<file path="src/rtl/axis_pkt_rr_arbiter_pkg.sv">
// Shared types and width helpers for the packet round-robin AXIS arbiter.
// Defines the FSM state encoding and the source-index width function.
package axis_pkt_rr_arbiter_pkg;

    typedef enum logic {
        IDLE = 1'b0,
        BUSY = 1'b1
    } arb_state_t;

    // Width of a source index; a single-source arbiter still carries a 1-bit id.
    function automatic int id_width(input int n);
        return (n <= 1) ? 1 : $clog2(n);
    endfunction

endpackage

</file>
<file path="src/rtl/axis_pkt_rr_arbiter_rr_grant_picker.sv">
// Combinational rotating priority encoder: returns the first asserted request
// found when scanning upward from ptr, wrapping at src_n-1.
module rr_grant_picker
    import axis_pkt_rr_arbiter_pkg::*;
#(
    parameter int src_n = 2,
    parameter int id_w  = id_width(src_n)
) (
    input  logic [src_n-1:0] req,
    input  logic [id_w-1:0]  ptr,
    output logic [id_w-1:0]  gnt_idx,
    output logic             gnt_vld
);

    localparam logic [id_w:0] src_n_w = (id_w + 1)'(src_n);

    logic [id_w:0]   sum;
    logic [id_w-1:0] idx;

    // Walk from the farthest offset back to ptr so the nearest requester wins last.
    always_comb begin
        gnt_idx = '0;
        gnt_vld = 1'b0;
        sum     = '0;
        idx     = '0;
        for (int k = src_n - 1; k >= 0; k--) begin
            sum = {1'b0, ptr} + (id_w + 1)'(k);
            if (sum >= src_n_w)
                sum = sum - src_n_w;
            idx = sum[id_w-1:0];
            if (req[idx]) begin
                gnt_idx = idx;
                gnt_vld = 1'b1;
            end
        end
    end

endmodule

</file>
<file path="src/rtl/axis_pkt_rr_arbiter.sv">
// Packet-granular round-robin merge of src_n AXIS slaves onto one registered
// AXIS master; a grant is held from first beat through tlast.
module axis_pkt_rr_arbiter
    import axis_pkt_rr_arbiter_pkg::*;
#(
    parameter int src_n            = 2,
    parameter int data_width       = 32,
    parameter int user_width       = 1,
    parameter int simulation_delay = 1
) (
    input  logic                          clk,
    input  logic                          rst_n,
    input  logic [src_n*data_width-1:0]   s_axis_data,
    input  logic [src_n*data_width/8-1:0] s_axis_keep,
    input  logic [src_n*user_width-1:0]   s_axis_user,
    input  logic [src_n-1:0]              s_axis_last,
    input  logic [src_n-1:0]              s_axis_valid,
    output logic [src_n-1:0]              s_axis_ready,
    output logic [data_width-1:0]         m_axis_data,
    output logic [data_width/8-1:0]       m_axis_keep,
    output logic [user_width-1:0]         m_axis_user,
    output logic [id_width(src_n)-1:0]    m_axis_id,
    output logic                          m_axis_last,
    output logic                          m_axis_valid,
    input  logic                          m_axis_ready
);

    localparam int              id_w     = id_width(src_n);
    localparam int              keep_w   = data_width / 8;
    localparam logic [id_w-1:0] last_src = id_w'(src_n - 1);

    arb_state_t      state, state_nxt;
    logic [id_w-1:0] grant, grant_nxt;
    logic [id_w-1:0] prio_ptr, prio_ptr_nxt;
    logic [id_w-1:0] pick_idx;
    logic            pick_vld;
    logic            slot_free;
    logic            take;

    logic                  out_vld;
    logic [id_w-1:0]       out_id;
    logic [data_width-1:0] out_data;
    logic [keep_w-1:0]     out_keep;
    logic [user_width-1:0] out_user;
    logic                  out_last;

    rr_grant_picker #(
        .src_n (src_n),
        .id_w  (id_w)
    ) u_picker (
        .req     (s_axis_valid),
        .ptr     (prio_ptr),
        .gnt_idx (pick_idx),
        .gnt_vld (pick_vld)
    );

    // The output register can accept a beat when empty or draining this cycle.
    assign slot_free = ~out_vld | m_axis_ready;
    assign take      = (state == BUSY) & s_axis_valid[grant] & slot_free;

    always_comb begin
        s_axis_ready = '0;
        if (state == BUSY)
            s_axis_ready[grant] = slot_free;
    end

    always_comb begin
        state_nxt    = state;
        grant_nxt    = grant;
        prio_ptr_nxt = prio_ptr;
        case (state)
            IDLE: begin
                if (pick_vld) begin
                    state_nxt = BUSY;
                    grant_nxt = pick_idx;
                end
            end
            BUSY: begin
                if (take && s_axis_last[grant]) begin
                    state_nxt    = IDLE;
                    prio_ptr_nxt = (grant == last_src) ? '0 : grant + 1'b1;
                end
            end
            default: state_nxt = IDLE;
        endcase
    end

    always_ff @(posedge clk or negedge rst_n) begin
        if (!rst_n) begin
            state    <= IDLE;
            grant    <= '0;
            prio_ptr <= '0;
            out_vld  <= 1'b0;
            out_id   <= '0;
        end else begin
            state    <= state_nxt;
            grant    <= grant_nxt;
            prio_ptr <= prio_ptr_nxt;
            if (take) begin
                out_vld <= 1'b1;
                out_id  <= grant;
            end else if (m_axis_ready) begin
                out_vld <= 1'b0;
            end
        end
    end

    // Payload registers carry no reset; out_vld qualifies them.
    always_ff @(posedge clk) begin
        if (take) begin
            out_data <= s_axis_data[grant*data_width +: data_width];
            out_keep <= s_axis_keep[grant*keep_w +: keep_w];
            out_user <= s_axis_user[grant*user_width +: user_width];
            out_last <= s_axis_last[grant];
        end
    end

    // simulation_delay only shifts simulated timing; this view is zero-delay.
    if (simulation_delay >= 0) begin : g_out
        assign m_axis_valid = out_vld;
        assign m_axis_id    = out_id;
        assign m_axis_data  = out_data;
        assign m_axis_keep  = out_keep;
        assign m_axis_user  = out_user;
        assign m_axis_last  = out_last;
    end

endmodule

</file>
<file path="config.mk">
export PLATFORM = sky130hd
export DESIGN_NAME = axis_pkt_rr_arbiter
export DESIGN_NICKNAME = d
export VERILOG_FILES = /design/src/rtl/axis_pkt_rr_arbiter_pkg.sv /design/src/rtl/axis_pkt_rr_arbiter_rr_grant_picker.sv /design/src/rtl/axis_pkt_rr_arbiter.sv
export SDC_FILE = /design/constraint.sdc
export NUM_CORES = 1
export LEC_CHECK = 0
export ABC_AREA = 1
export CAP_MARGIN = 30
export CORE_ASPECT_RATIO = 0.5
export CORE_MARGIN = 2
export CORE_UTILIZATION = 34
export CTS_BUF_LIST = sky130_fd_sc_hd__clkbuf_4
export DETAILED_ROUTE_END_ITERATION = 8
export PLACE_DENSITY_LB_ADDON = 0.2
export SETUP_SLACK_MARGIN = 0.2
export SLEW_MARGIN = 20
export SYNTH_ARGS = -nofsm -noshare
export SYNTH_HDL_FRONTEND = slang
export SYNTH_SLANG_ARGS = --single-unit
</file>
<file path="constraint.sdc">
create_clock -name clk -period 1.8 [get_ports clk]
set_input_delay 0.27 -clock clk [delete_from_list [all_inputs] [get_ports clk]]
set_output_delay 0.27 -clock clk [all_outputs]
set_load 0.01 [all_outputs]
</file>
### Yosys cells after proc, flatten, opt, wreduce, memory -nomap -nowiden

Cells that the tools add are included.

* bits in registers: 43
* word-level logic and storage cells: 56
* output and inout port bits: 42

* shifts and indexed selects: 3
* bitwise operators: 6
* reduce and logical (&&, ||, !) cells: 5
* order comparisons: 6
* $add $sub $neg: 4
* mux-type cells: 23

Operator list (number)
* indexed part select 64 x 7 -> 32 bit: 1
* 2-to-1 mux 1 bit: 20
* indexed part select 8 x 4 -> 4 bit: 1
* < comparator 1 x 2 -> 1 bit (second input constant): 3
* AND reduction 2 bit: 2
* adder 1 x 1 -> 2 bit (second input constant): 1
* AND 1 bit: 2
* AND 2 bit: 1
* >= comparator 1 x 2 -> 1 bit (second input constant): 1
* >= comparator 2 bit (second input constant): 1
* logical AND 1 bit: 2
* 2-to-1 mux 2 bit: 1
* NOT 1 bit: 2
* one-hot mux 1 bit (2 select lines): 1
* nonzero test 2 bit: 1
* indexed part select 2 x 2 -> 1 bit: 1
* subtractor 1 bit (second input constant): 2
* adder 1 bit (second input constant): 1
* demux 1 bit (select 1 bit): 1
* >= comparator 1 bit (second input constant): 1
* OR 1 bit: 1

### Depth between registers and ports, before layout

Gate-level depths: netlist of the first run.

* depth after elaboration: 9
* mapped depth: 7
* depth with buffers taken out: 6

### Modules after synthesis

A second synthesis of the first run with hierarchy kept.

* cells, all modules: 198
* area, all modules: 1898.1 um2

By module, submodules not included
* axis_pkt_rr_arbiter: area an instance 1879.3 um2, cells each 194, times used 1, seq. area each 1266.2 um2
* rr_grant_picker: area an instance 18.8 um2, cells each 4, times used 1, seq. area each 0.0 um2

### Worst setup path after synthesis of the first run

Ideal clock, no wire load.

* path type: register to register
* start point: reg grant
* end point: reg out_data[0], in the netlist m_axis_data[0] (enable)
* arrival time: 1.288 ns
* required time: 1.417 ns
* stages on the path, launching flop included: 5
* slack: 0.129 ns
* clock period less this slack: 1.671 ns
* cell sequence: dfrtp_1 > buf_4 > nand2_1 > nand2_2 > nor2_4

* longest elaborated chain between the ends: 4

Ends and longest elaborated chain
* start: declaration: line axis_pkt_rr_arbiter.sv:33 `logic [id_w-1:0] grant, grant_nxt;`
* start signal: assignment: line axis_pkt_rr_arbiter.sv:97 `grant <= grant_nxt;`
* 2-to-1 mux 1 bit (implied by the code) (2 in series): line axis_pkt_rr_arbiter.sv:59 `assign take = (state == BUSY) & s_axis_valid[grant] & slot_free;`
* AND 1 bit (2 in series): line axis_pkt_rr_arbiter.sv:59
* via take: line axis_pkt_rr_arbiter.sv:38 `logic take;`
* end signal: assignment: line axis_pkt_rr_arbiter.sv:111 `out_data <= s_axis_data[grant*data_width +: data_width];`
* end: declaration: line axis_pkt_rr_arbiter.sv:42 `logic [data_width-1:0] out_data;`

The timed path passes the listed nets, and every way through them passes these cells. The select of a mux whose other input is x is not followed.
A chain may end at the register's enable or synchronous reset.

### Final worst setup path of the first run

* start point: reg out_data[9], in the netlist m_axis_data[9]
* end point: out m_axis_data[9]

RTL lines
* end: declaration: line axis_pkt_rr_arbiter.sv:19 `output logic [data_width-1:0] m_axis_data,`

No word-level cell between the ends.

==> out/metrics.cfg, run 1 <==
[power]
swShare_pct=34.2
power.total_mw=4.29
switching_power_mw=1.47
vdd_drop_max_uv=784
combPwrFrac_pct=49.0
p_seq_share_pct=40.7
power_density_mw_per_mm2=1300
p_leak_nw=1.41
pwr-share-clk_pct=10.3
intPower_mw=2.82

[timing]
whs_ns=0.145
finalHoldViolations=0
drv_slew=0
fin_ws_ns=0.286
post-route-period-util_pct=84.1
grt_setup_unrepaired=no
relSlewSlack_pct=74.0
finalCriticalPeriod_ns=1.51
max_freq_ghz=0.661
setup_violations=0
setup_tns_ns=0
fin_skew_ns=0.0121
worstMarginPinSlew_ns=0.389

[layout]
regArea_sq_mm=0.00127
final_util_pct=60.7
final_cell_area_sq_mm=0.00330
final_cells=399
drive_gt1_share_pct=7.98
multi_input_area_sq_um=559
synthToLayoutAreaGrowth_pct=73.7
diodes=0
fin_nets=406
n_fill_cell=475

[logic_synthesis]
synth_area_leaders=edfxtp_1 (60%), nand2_1 (24%), dfrtp_1 (6.6%), nor2_4 (1.8%), buf_2 (1.6%)
yosys-top-cells-count=nand2_1 (123), edfxtp_1 (38), buf_2 (6), dfrtp_1 (5), inv_1 (5)
yosys_warnings=0
yosysTopAreaCellShare_pct=60.0
synthAdderAreaFrac_pct=0
synth_nets=277
synth_xor_area_share_pct=0
synth-seq-area-share_pct=66.6
synth_seq_cells=43
ys.flop_type=edfxtp_1
yosysTopAreaCell=edfxtp_1
synth_top_family_by_area=simple AND/OR/NAND/NOR gates
postSynth.asyncResetShare_pct=11.6
yosys.area_share.simple_pct=28.1
synth_cells=196
avgSynthCellArea_sq_um=9.70
synth_edf_count=38
ys_types=16
synth_area_sq_mm=0.00190
synthMostInstantiatedCell=nand2_1
synth_compound_area_share_pct=1.18
synth_mux_area_share_pct=0

[route]
drt_pre_antenna_iters=4
ant_nets=0
wl_per_cell_microns=11.8
vias_per_cell=4.27
drc=0
wirelength_mm=4.70
vias=1704
drtIter0Drc=40

[floorplan]
dieArea_sq_mm=0.00624
die_h_microns=56.9
die_w_microns=110
rows=19
io_pins=123
initial_utilization_pct=34.9
coreArea_sq_mm=0.00544

[global_route]
grt_first_pass_wirelength_mm=7.40
grt_max_degree=41
grtUsageMet1_pct=16.2
grt_use_met2_pct=30.4
busiest_layer=met2
grt.overflow.total=0
grtUsageTotal_pct=15.3
grt_pass1_vias=1677
grtUsageMet3_pct=4.30
grt_antenna_before_repair=0

[worst_setup_path]
cp-start-kind=flip-flop
critPathBufInv=1
cpLargestDelayFamily=buffers and inverters
crit_path_end_kind=output pin
cp.required_ns=1.53
slowest_stage=clkdlybuf4s50_1
path_cells=clkdlybuf4s50_1
slowest_delay_ns=0.54
cp.arrival_ns=1.24
crit_type=reg -> out
cp_max_fo=1

[clock_tree]
numCtsBuffers=5
cts-root-buf=clkbuf_4
clk-insertion-delay-late_ns=0.34
htree_levels=2
clockBufferDepth=2
cts_tree=built
path_clk_slew_ns=0.13
cts.sinks=43

[placement]
numPortBuffers=122
place_inst=390
pre_cts_ws_ns=-0.0523
place_area_sq_mm=0.00325
dp_hpwl_mm=3.79
place.gp.congestion=0.795

[run_status]
outcome=complete, no violations

[min_path]
hold_path_class=in -> async

[flow_run]
cap_violations=0

## registers in the layout, summed over array words and instances, names as in the netlist
name	count
m_axis_user	1
state	1
m_axis_valid	1
m_axis_last	1
m_axis_id	1
prio_ptr	1
grant	1
m_axis_data	32
m_axis_keep	4
## cell families (layout without fill, tap and decap cells)
family | count (synthesis) | count (layout)
AOI/OAI and AO/OA | 4 | 4
buffers and inverters | 16 | 146
and+or+nand+nor | 133 | 133
DFF | 43 | 43
## power by group through the flow
stage | combinational [mW] | sequential (mW) | clock, mW
6_report | 2.10 | 1.75 | 0.443
2_1_floorplan | 0.820 | 1.95 | 0
3_5_place_dp | 2.14 | 1.78 | 0
3_3_place_gp | 2.10 | 1.76 | 0
4_1_cts | 2.15 | 1.75 | 0.462
5_1_grt | 2.30 | 1.78 | 0.510
## cell type report
| type | instances | area share [%] |
|---|---|---|
| clock buffer | 5 | 1.14 |
| clock inverter | 3 | 0.455 |
| inverter | 7 | 0.795 |
| multi-input combinational | 137 | 16.9 |
| sequential | 43 | 38.4 |
| tap | 73 | 2.77 |
| timing repair buffer | 131 | 39.5 |
## final timing paths
kind                                        endpoint  slack [ns]  cells after the start                startpoint
max                                   m_axis_data[9]        0.29                      1  m_axis_data[9]$_DFFE_PP_
min                            m_axis_id$_DFFE_PN0P_        0.14                      1                     rst_n
max reg2reg                m_axis_data[22]$_DFFE_PP_        0.30                      6         grant$_DFFE_PN0P_
min reg2reg                    m_axis_id$_DFFE_PN0P_        0.51                      2     m_axis_id$_DFFE_PN0P_
max in group asynchronous          grant$_DFFE_PN0P_        1.42                      1                     rst_n
min in group clk               m_axis_id$_DFFE_PN0P_        0.51                      2     m_axis_id$_DFFE_PN0P_
## layer usage
metal | part of all wire, % | wire length [microns]
met5 | 0 | 0
met4 | 0.49 | 23
met3 | 5.7 | 266
met2 | 54 | 2560
met1 | 39 | 1850
## repair_timing
item,4_1_cts,5_1_grt
setup buffers,1,0
hold buffers,0,0
endpoints found under the setup margin,2,3
gates resized for setup,3,5
## cell usage in the layout, fill, tap and decap left out, drive strengths merged
cell           Yosys  final
nand4              2      2
clkinvlp           0      1
o211ai             1      1
nor3               2      2
clkbuf             0      7
a21oi              1      1
clkdlybuf4s50      0    119
edfxtp            38     38
dfrtp              5      5
nand2            125    125
buf                9      9
o21ai              2      2
clkinv             0      2
dlymetal6s2s       0      1
inv                7      7
nor2               4      4
Power figures use the tool's default switching activity.
==> run 2, diff against run 1 <==
clock period = 1.25 ns   (was 1.8 ns; I/O delays follow)
==> run 2 against run 1 <==
Compared with the run above:
- the flow now finishes with violations (negative setup slack)
- wire length rose by 16%
- flip-flop and latch count did not move
- sequential power rose by 43%
- cell area rose by 3.4%
==> out/metrics.cfg, run 2 (same netlist as run 1, synthesis figures left out) <==
[worst_setup_path]
r2r_cells=7  ; +1
cp.arrival_ns=1.48  ; +0.24 ns
cp_max_fo=10  ; +9
rr_endpoint=m_axis_data[12]$_DFFE_PP_
cp.required_ns=1.31  ; -0.22 ns
crit_type=reg -> reg
r2r_start=grant$_DFFE_PN0P_
r2r_slack_ns=-0.16  ; -0.46 ns
cp-start-kind=flip-flop
crit_path_end_kind=flip-flop

[power]
power_density_mw_per_mm2=2000  ; +54%
p_leak_nw=1.56  ; +11%
vdd_drop_max_uv=895  ; +14%
power.total_mw=6.82  ; +59%

[route]
ant_nets=0  ; unchanged
drc=0  ; unchanged
vias=1849  ; +8.5%
drt_pre_antenna_iters=4  ; unchanged
vias_per_cell=4.46  ; +4.3%
wl_per_cell_microns=13.1  ; +11%
drtIter0Drc=50  ; +25%
wirelength_mm=5.44  ; +16%

[clock_tree]
cts.sinks=43  ; unchanged
numCtsBuffers=5  ; unchanged
clk-insertion-delay-late_ns=0.34  ; about the same
htree_levels=2  ; unchanged
holdBufCountCts=0  ; unchanged
cts_tree=built
clockBufferDepth=2  ; unchanged
path_clk_slew_ns=0.12  ; about the same
cts-root-buf=clkbuf_4

[layout]
multi_input_area_sq_um=569  ; +1.8%
drive_gt1_share_pct=24.9  ; +17 points
largest_reg_flops=32  ; unchanged
regArea_sq_mm=0.00127  ; about the same
n_fill_cell=453  ; -4.6%
final_cell_area_sq_mm=0.00341  ; +3.4%
mostFrequentLayoutCells=nand2_1 (120), clkdlybuf4s50_1 (80), edfxtp_1 (38), buf_2 (35), buf_6 (12)
final_util_pct=62.7  ; +2.0 points
final_cells=415  ; +4.0%
fin_nets=422  ; +3.9%
layout_commonest_cell=nand2_1
diodes=0  ; unchanged
synthToLayoutAreaGrowth_pct=79.5

[placement]
place_inst=395  ; +1.3%
numPortBuffers=122  ; unchanged
place_area_sq_mm=0.00329  ; +1.2%
place.gp.congestion=0.712  ; -10%
dp_hpwl_mm=3.74  ; -1.4%

[timing]
grt_setup_unrepaired=yes
fin_ws_ns=-0.165  ; -0.451 ns
finalCriticalPeriod_ns=1.41
finalHoldViolations=0  ; unchanged
max_freq_ghz=0.707
drv_slew=0  ; unchanged
whs_ns=0.0482  ; -0.0965 ns
worstMarginPinSlew_ns=0.225  ; -0.164 ns
post-route-period-util_pct=113
setup_violations=62  ; +62
fin_skew_ns=0.00964  ; -0.00245 ns
relSlewSlack_pct=85.0  ; +11 points

[global_route]
grt_max_degree=20  ; -51%
grt.overflow.total=0  ; unchanged
grt_pass1_vias=1900  ; +13%
grt_antenna_before_repair=0  ; unchanged
grt_first_pass_wirelength_mm=8.43  ; +14%
grtUsageTotal_pct=18.1  ; +2.7 points

[floorplan]
initial_utilization_pct=34.9  ; unchanged
die_w_microns=110  ; unchanged
dieArea_sq_mm=0.00624  ; unchanged
io_pins=123  ; unchanged
rows=19  ; unchanged
die_h_microns=56.9  ; unchanged
coreArea_sq_mm=0.00544  ; unchanged

[run_status]
violations=negative setup slack
outcome=complete, but fails checks

[min_path]
hold_path_class=in -> async

[flow_run]
cap_violations=0  ; unchanged

-- run 2: cell types whose count changed in the layout (fill, tap and decap cells not counted), moves of 2 or more --
cell,change
nand2_2,+2
clkbuf_2,-2
buf_16,+3
clkdlybuf4s50_1,-39
nand2_1,-2
buf_6,+12
buf_12,+3
buf_4,+4
buf_2,+35
-- run 2: worst max path at each step --
stage                     cells past startpoint                   endpoint         startpoint  slack [ns]
final                                         7  m_axis_data[12]$_DFFE_PP_  grant$_DFFE_PN0P_       -0.16
after global routing                          7  m_axis_data[24]$_DFFE_PP_  grant$_DFFE_PN0P_       -0.22
after floorplan                               5   m_axis_data[0]$_DFFE_PP_  grant$_DFFE_PN0P_       -0.41
after global placement                        6            s_axis_ready[0]       m_axis_ready       -0.42
after CTS                                     4            s_axis_ready[1]  grant$_DFFE_PN0P_       -0.16
after detailed placement                      6            s_axis_ready[1]       m_axis_ready       -0.46
-- run 2: through the flow --
stage                     setup TNS (ns)  worst slack [ns]
after floorplan                   -15.70            -0.406
after global placement            -13.64            -0.421
final                              -6.68            -0.165
after detailed placement          -14.29            -0.462
after global routing              -10.07            -0.218
after CTS                          -6.36            -0.158
-- run 2: layout make-up --
class,count,share of cell area [%]
clock buffer,6,1.32
clock inverter,2,0.220
inverter,7,0.770
multi-input combinational,137,16.7
sequential,43,37.1
tap,73,2.67
timing repair buffer,147,41.3
-- run 2: worst max-delay path, stage by stage, from the launching register on --
cell and delay (ns):
dfrtp_1 0.38, buf_6 0.12, nor2_4 0.05, nor2_4 0.08, nand2_2 0.08, nor2_4 0.17
buf_12 0.13, buf_16 0.12
-- run 2: layer usage --
metal	part of all wire (%)	up-vias	routed length (microns)	global-route usage [%]
met5	0	-	0	0
met4	0.53	0	29	4.16
met3	5.8	2	314	4.18
met2	53	62	2860	34.3
met1	41	864	2230	20.5
li1	-	921	-	-
-- run 2: power by group --
part | internal [mW] | switching, mW
clock network | 0.231 | 0.410
logic | 1.87 | 1.80
registers | 2.35 | 0.163
total | 4.45 | 2.37
-- run 2: timing repair --
item / in CTS / in global routing
cloned: 4 / 0
resized for setup: 178 / 12
setup endpoints to repair: 123 / 123
buffers inserted: 5 / 3
pin swaps: 2 / 1
==> run 3, diff against run 2 <==
SLEW_MARGIN = unset   (was 20)
==> results of run 3 <==
The final DEF is identical to that of run 2; final timing and power are the same.
